<file path="src/rtl/atm_multi_account_ctrl.sv">
// atm_multi_account_ctrl: multi-account ATM session controller with on-chip balances, PINs and lock flags.
// Optional per-account daily withdrawal cap is enabled by defining ATM_DAILY_LIMIT_EN.
module atm_multi_account_ctrl #(
    parameter int                  NUM_ACCTS   = 4,
    parameter int                  CARD_W      = 8,
    parameter int                  PIN_W       = 16,
    parameter int                  BAL_W       = 16,
    parameter logic [BAL_W-1:0]    INIT_BAL    = 16'h0500,
    parameter logic [PIN_W-1:0]    DEFAULT_PIN = 16'h1234,
    parameter int                  MAX_TRIES   = 3,
    parameter int                  TIMEOUT     = 255
`ifdef ATM_DAILY_LIMIT_EN
    ,
    parameter logic [BAL_W-1:0]    DAILY_LIMIT = 16'h0200
`endif
) (
    input  logic              clk,
    input  logic              rst_n,
    input  logic              card_inserted,
    input  logic [CARD_W-1:0] card_number_input,
    input  logic [PIN_W-1:0]  pin_input,
    input  logic              pin_valid,
    input  logic              balance_req,
    input  logic              withdrawal_req,
    input  logic              deposit_req,
    input  logic              pin_change_req,
    input  logic              transaction_done,
    input  logic [BAL_W-1:0]  amount,
`ifdef ATM_DAILY_LIMIT_EN
    input  logic              day_rollover,
`endif
    output logic [7:0]        current_state,
    output logic [BAL_W-1:0]  balance,
    output logic              transaction_success,
    output logic [7:0]        error_code,
    output logic              card_retained
);
    localparam int IDX_W = NUM_ACCTS > 1 ? $clog2(NUM_ACCTS) : 1;
    localparam int TRY_W = $clog2(MAX_TRIES + 1);
    localparam int TMR_W = $clog2(TIMEOUT + 1);

    typedef enum logic [7:0] {
        IDLE       = 8'h00,
        CARD_CHECK = 8'h01,
        PIN_ENTRY  = 8'h02,
        MENU       = 8'h03,
        BALANCE    = 8'h04,
        WITHDRAW   = 8'h05,
        DEPOSIT    = 8'h06,
        PIN_CHANGE = 8'h07,
        DONE       = 8'h08,
        LOCKED     = 8'h09,
        EJECT      = 8'h0A
    } state_t;

    state_t             state_q, state_n;
    logic [IDX_W-1:0]   idx_q, idx_n;
    logic [TRY_W-1:0]   tries_q, tries_n;
    logic [TMR_W-1:0]   timer_q;
    logic [7:0]         err_n;
    logic               succ_n;
    logic [BAL_W-1:0]   bal_q [NUM_ACCTS];
    logic [PIN_W-1:0]   pin_q [NUM_ACCTS];
    logic               lock_q [NUM_ACCTS];
    logic               bal_we, pin_we, lock_we;
    logic [BAL_W-1:0]   bal_wd, cur_bal;
    logic [BAL_W:0]     dep_sum;
    logic [2:0]         req_cnt;
    logic               activity, timed_out;
`ifdef ATM_DAILY_LIMIT_EN
    logic [BAL_W:0]     tot_q [NUM_ACCTS];
    logic [BAL_W:0]     tot_sum;
    logic               tot_we;
`endif

    assign cur_bal  = bal_q[idx_q];
    assign dep_sum  = {1'b0, cur_bal} + {1'b0, amount};
    assign req_cnt  = 3'(balance_req) + 3'(withdrawal_req) + 3'(deposit_req) + 3'(pin_change_req);
    assign activity = pin_valid | (req_cnt != 3'd0) | transaction_done;
    assign timed_out = !activity && timer_q == TMR_W'(TIMEOUT - 1);
`ifdef ATM_DAILY_LIMIT_EN
    assign tot_sum  = tot_q[idx_q] + {1'b0, amount};
`endif

    assign current_state = state_q;
    assign card_retained = state_q == LOCKED;
    assign balance       = (state_q inside {PIN_ENTRY, MENU, BALANCE, WITHDRAW, DEPOSIT, PIN_CHANGE, DONE}) ? cur_bal : '0;

    // next-state, error/success and account-commit decisions
    always_comb begin
        state_n = state_q;
        err_n   = error_code;
        succ_n  = 1'b0;
        idx_n   = idx_q;
        tries_n = tries_q;
        bal_we  = 1'b0;
        bal_wd  = cur_bal;
        pin_we  = 1'b0;
        lock_we = 1'b0;
`ifdef ATM_DAILY_LIMIT_EN
        tot_we  = 1'b0;
`endif
        if (!card_inserted && !(state_q inside {IDLE, LOCKED, EJECT})) begin
            state_n = IDLE;
        end else begin
            case (state_q)
                IDLE: state_n = card_inserted ? CARD_CHECK : IDLE;
                CARD_CHECK: begin
                    err_n = 8'h00;
                    if (card_number_input >= CARD_W'(NUM_ACCTS)) begin
                        err_n   = 8'h01;
                        state_n = EJECT;
                    end else if (lock_q[card_number_input[IDX_W-1:0]]) begin
                        err_n   = 8'h03;
                        state_n = EJECT;
                    end else begin
                        idx_n   = card_number_input[IDX_W-1:0];
                        tries_n = '0;
                        state_n = PIN_ENTRY;
                    end
                end
                PIN_ENTRY: begin
                    if (timed_out) begin
                        err_n   = 8'h05;
                        state_n = EJECT;
                    end else if (pin_valid && pin_input == pin_q[idx_q]) begin
                        err_n   = 8'h00;
                        state_n = MENU;
                    end else if (pin_valid) begin
                        err_n   = 8'h02;
                        tries_n = tries_q + TRY_W'(1);
                        lock_we = tries_n == TRY_W'(MAX_TRIES);
                        state_n = lock_we ? LOCKED : PIN_ENTRY;
                    end
                end
                MENU: begin
                    if (timed_out) begin
                        err_n   = 8'h05;
                        state_n = EJECT;
                    end else if (req_cnt > 3'd1) begin
                        err_n   = 8'h08;
                    end else if (req_cnt == 3'd1) begin
                        state_n = balance_req ? BALANCE : withdrawal_req ? WITHDRAW : deposit_req ? DEPOSIT : PIN_CHANGE;
                    end
                end
                BALANCE: begin
                    succ_n  = 1'b1;
                    err_n   = 8'h00;
                    state_n = DONE;
                end
                WITHDRAW: begin
                    state_n = DONE;
                    if (amount == '0 || amount > cur_bal) begin
                        err_n = 8'h04;
`ifdef ATM_DAILY_LIMIT_EN
                    end else if (tot_sum > {1'b0, DAILY_LIMIT}) begin
                        err_n = 8'h07;
`endif
                    end else begin
                        bal_we = 1'b1;
                        bal_wd = cur_bal - amount;
                        succ_n = 1'b1;
                        err_n  = 8'h00;
`ifdef ATM_DAILY_LIMIT_EN
                        tot_we = 1'b1;
`endif
                    end
                end
                DEPOSIT: begin
                    state_n = DONE;
                    if (dep_sum[BAL_W]) begin
                        err_n = 8'h06;
                    end else begin
                        bal_we = 1'b1;
                        bal_wd = dep_sum[BAL_W-1:0];
                        succ_n = 1'b1;
                        err_n  = 8'h00;
                    end
                end
                PIN_CHANGE: begin
                    pin_we  = 1'b1;
                    succ_n  = 1'b1;
                    err_n   = 8'h00;
                    state_n = DONE;
                end
                DONE: begin
                    if (timed_out) begin
                        err_n   = 8'h05;
                        state_n = EJECT;
                    end else if (transaction_done) begin
                        state_n = MENU;
                    end else begin
                        succ_n  = transaction_success;
                    end
                end
                LOCKED, EJECT: state_n = card_inserted ? state_q : IDLE;
                default: state_n = IDLE;
            endcase
        end
    end

    // session control registers; idle timer restarts on state change or user activity
    always_ff @(posedge clk or negedge rst_n) begin
        if (!rst_n) begin
            state_q             <= IDLE;
            idx_q               <= '0;
            tries_q             <= '0;
            timer_q             <= '0;
            error_code          <= 8'h00;
            transaction_success <= 1'b0;
        end else begin
            state_q             <= state_n;
            idx_q               <= idx_n;
            tries_q             <= tries_n;
            timer_q             <= (state_n != state_q || activity) ? '0 : timer_q + TMR_W'(1);
            error_code          <= err_n;
            transaction_success <= succ_n;
        end
    end

    // per-account balances, PINs and lock flags
    always_ff @(posedge clk or negedge rst_n) begin
        if (!rst_n) begin
            for (int i = 0; i < NUM_ACCTS; i++) begin
                bal_q[i]  <= INIT_BAL;
                pin_q[i]  <= DEFAULT_PIN;
                lock_q[i] <= 1'b0;
            end
        end else begin
            if (bal_we) bal_q[idx_q] <= bal_wd;
            if (pin_we) pin_q[idx_q] <= pin_input;
            if (lock_we) lock_q[idx_q] <= 1'b1;
        end
    end

`ifdef ATM_DAILY_LIMIT_EN
    // daily withdrawn totals; a rollover pulse overrides a same-cycle update
    always_ff @(posedge clk or negedge rst_n) begin
        if (!rst_n) begin
            for (int i = 0; i < NUM_ACCTS; i++) tot_q[i] <= '0;
        end else begin
            for (int i = 0; i < NUM_ACCTS; i++) begin
                if (day_rollover) tot_q[i] <= '0;
                else if (tot_we && idx_q == IDX_W'(i)) tot_q[i] <= tot_sum;
            end
        end
    end
`endif
endmodule

</file>
<file path="config.mk">
export PLATFORM = sky130hd
export DESIGN_NAME = atm_multi_account_ctrl
export DESIGN_NICKNAME = d
export VERILOG_FILES = /design/src/rtl/atm_multi_account_ctrl.sv
export SDC_FILE = /design/constraint.sdc
export NUM_CORES = 1
export LEC_CHECK = 0
export BUFFER_PORTS_ARGS = -buffer_cell sky130_fd_sc_hd__buf_4
export CAP_MARGIN = 20
export CELL_PAD_IN_SITES_DETAIL_PLACEMENT = 0
export CELL_PAD_IN_SITES_GLOBAL_PLACEMENT = 2
export CORE_MARGIN = 2
export CORE_UTILIZATION = 39
export CTS_CLUSTER_SIZE = 24
export DETAILED_ROUTE_END_ITERATION = 8
export PLACE_DENSITY_LB_ADDON = 0.08
export SYNTH_ARGS = -nofsm -noshare
export SYNTH_HDL_FRONTEND = slang
export SYNTH_SLANG_ARGS = --single-unit
</file>
<file path="constraint.sdc">
create_clock -name clk -period 5.2 [get_ports clk]
set_input_delay 0.26 -clock clk [delete_from_list [all_inputs] [get_ports clk]]
set_output_delay 0.26 -clock clk [all_outputs]
set_load 0.005 [all_outputs]
</file>
==> results.json <==
{
  "via_count": 7194,
  "syn_inst": 937,
  "slew_violations": 0,
  "cp-start-kind": "flop",
  "synth.yosys.seq_area_share_pct": 41.63,
  "hold_ws_ns": 0.09521,
  "fmax_mhz": 219.7,
  "diodes": 0,
  "avgSynthCellArea_um2": 10.16,
  "die-area_um2": 25680,
  "status": "finished, final reports clean",
  "finalWeightedCongestion": 0.8725,
  "final_cell_area_um2": 11130,
  "dp_slack_ns": 0.6110,
  "setup_violations": 0,
  "place_hpwl_mm": 18.79,
  "clk_pin_slew_ns": 0.07,
  "crit_fanout": 21,
  "worstHoldPathType": "primary input to flop",
  "core_area_um2": 24180,
  "cts.sinks": 157,
  "end_kind": "flop",
  "ir_worst_vdd_mv": 0.2304,
  "start_util_pct": 39.38,
  "die_y_um": 160.3,
  "ctsHoldBuffers": 1,
  "netlist_top_cells_count": "129 x dfrtp_1, 99 x nand2_1, 67 x mux2_2, 60 x nor2_1, 57 x o21ai_1",
  "placed_cells": 1319,
  "io_buffer_count": 78,
  "final_antenna_net_count": 0,
  "die_x_um": 160.3,
  "cts_tree": "built",
  "skew_ns": 0.01212,
  "synth_top_cell_area_share_pct": 33.90,
  "cts-root-buf": "clkbuf_16",
  "maxCapViolations": 0,
  "rsz0062_at_grt": "false",
  "crit_arrival_ns": 4.86,
  "wl_per_cell_um": 18.83,
  "cts_setup_buffers": 0,
  "worstMarginPinSlew_ns": 0.7950,
  "cts_made_buffers": 17,
  "syn-cell-area_um2": 9522,
  "synth_edf_count": 0,
  "grt_start_max_net_pins": 76,
  "relSlewSlack_pct": 47.00,
  "hold_viol_final": 0,
  "path_class": "flop to flop",
  "first_global_vias": 7336,
  "cts_resized": 0,
  "place_area_um2": 10510,
  "drt_iter0_drc": 454,
  "antenna_found_initial": 0,
  "min_period_over_period_pct": 87.52,
  "p_leak_nw": 4.911,
  "clkLatencyLatePin_ns": 0.43,
  "setup_ws_ns": 0.6491,
  "rr_worst_depth": 12,
  "nets": 1107,
  "area_growth_pct": 16.91,
  "totalWireLength_mm": 25.45,
  "drc_errors": 0,
  "hold_depth": 2,
  "period_minus_slack_ns": 4.551,
  "clockBufferDepth": 2,
  "synth_flop_cell": "dfrtp_1",
  "final_cells": 1352,
  "yosysTopAreaCell": "dfrtp_1",
  "grt_pass1_wl_mm": 41.38,
  "rows": 57,
  "yosysMostFrequentCell": "dfrtp_1",
  "dr.pass1.iters": 4,
  "cp.required_ns": 5.51,
  "post_route_cells_drive_above_1_share_pct": 27.04,
  "vias_per_cell": 5.321,
  "fill_cells": 2328,
  "gr-total-overflow": 0,
  "ys_warn_count": 0,
  "grt_use_total_pct": 20.65,
  "ys_seq_elements": 157,
  "synthArstFlopShare_pct": 100.0,
  "htreeDepth": 4,
  "setup_tns_ns": 0,
  "p_per_area_nw_per_um2": 240.9,
  "synth_cell_type_count": 69,
  "synth_area_leaders": "dfrtp_1 34%, mux2_2 7.9%, dfstp_2 7.7%, mux4_2 6.1%, ha_1 5.3%",
  "io_pins": 83
}
[cell families after synthesis]
kind of cell               Yosys count  synth area share [%]
and+or+nand+nor                    268                 13.26
buffers and inverters              101                 4.599
AOI/OAI and AO/OA                  216                 14.57
DFF                                157                 41.63
adders and majority gates           43                 5.887
muxes                              119                 17.07
other                                1               0.03938
xor gates and xnor gates            32                 2.943
[sequential cells by signal (all words and copies together), names as in the netlist]
name                 count
bal_q                   64
current_state            8
error_code               4
idx_q                    2
lock_q                   4
pin_q                   64
timer_q                  8
transaction_success      1
tries_q                  2
[per-stage QoR]
stage / util, % / total power [mW]
floorplan: - / 1.333
global placement: 43.48 / 1.438
detailed placement: 43.48 / 1.437
CTS: 46.04 / 2.719
global route: 46.04 / 2.793
finish: 46.04 / 2.681
[power breakdown]
group          total, mW  switching (mW)  internal, mW
clock network       1.27           0.615         0.656
logic              0.182           0.113        0.0694
registers           1.23         0.00270          1.23
total               2.68           0.730          1.95
[worst paths after layout]
| check | from | endpoint | slack, ns |
|---|---|---|---|
| max in group asynchronous | rst_n | pin_q[15]$_DFFE_PN0P_ | 3.57 |
| hold / removal | card_number_input[0] | idx_q[0]$_DFFE_PN0P_ | 0.1 |
| setup / recovery | idx_q[0]$_DFFE_PN0P_ | bal_q[9]$_DFFE_PN0P_ | 0.65 |
| min in group asynchronous | rst_n | error_code[0]$_DFFE_PN0P_ | 0.43 |
| setup reg to reg | idx_q[0]$_DFFE_PN0P_ | bal_q[9]$_DFFE_PN0P_ | 0.65 |
| hold reg to reg | bal_q[56]$_DFFE_PN1P_ | bal_q[56]$_DFFE_PN1P_ | 0.46 |
[worst max-delay path, cell delays in order, from the launching register on]
cell and delay, ns:
dfrtp_2 0.78, mux4_2 0.64, ha_1 0.45, inv_1 0.11, a221oi_1 0.31, o41ai_1 0.15, buf_4 0.18, o211ai_1 0.27
o22ai_1 0.19, o41ai_4 0.50, o2111ai_2 0.27, buf_4 0.26, mux2_4 0.29
[final cells by class]
cell class | instances | area, um^2 | share of cell area, %
clock buffers | 17 | 425.4 | 3.822
clock inverters | 15 | 185.2 | 1.663
inverters | 47 | 176.4 | 1.585
multi-input cells | 686 | 5171 | 46.45
flip-flops and latches | 157 | 3966 | 35.63
well taps | 324 | 405.4 | 3.642
repair buffers | 106 | 802.0 | 7.205
[layer usage]
metal | part of all wire, % | wire [um] | global-route usage [%]
met5 | 0 | 0 | 0
met1 | 45 | 11390 | 26.46
met3 | 3.7 | 943 | 3.870
met4 | 2.3 | 598 | 6.143
met2 | 49 | 12520 | 35.62
[placed cells by master (no fill, tap or decap), types with 7 or more instances in the layout]
cell type	n
dfrtp_1	127
buf_4	104
nand2_1	99
mux2_2	67
nor2_1	60
o21ai_1	57
inv_1	46
ha_1	40
a21oi_1	36
o21ai_0	30
nor2b_1	28
dfstp_2	28
mux4_2	26
xnor2_1	22
nor3_1	20
mux2i_1	18
clkbuf_16	17
nand3_1	15
xor2_1	10
nor4_1	10
o211ai_1	10
a31oi_1	10
nand2b_1	9
a21o_1	9
nand4_1	8
conb_1	8
o31ai_1	7
Note: power is estimated with default switching activity, not from simulation.
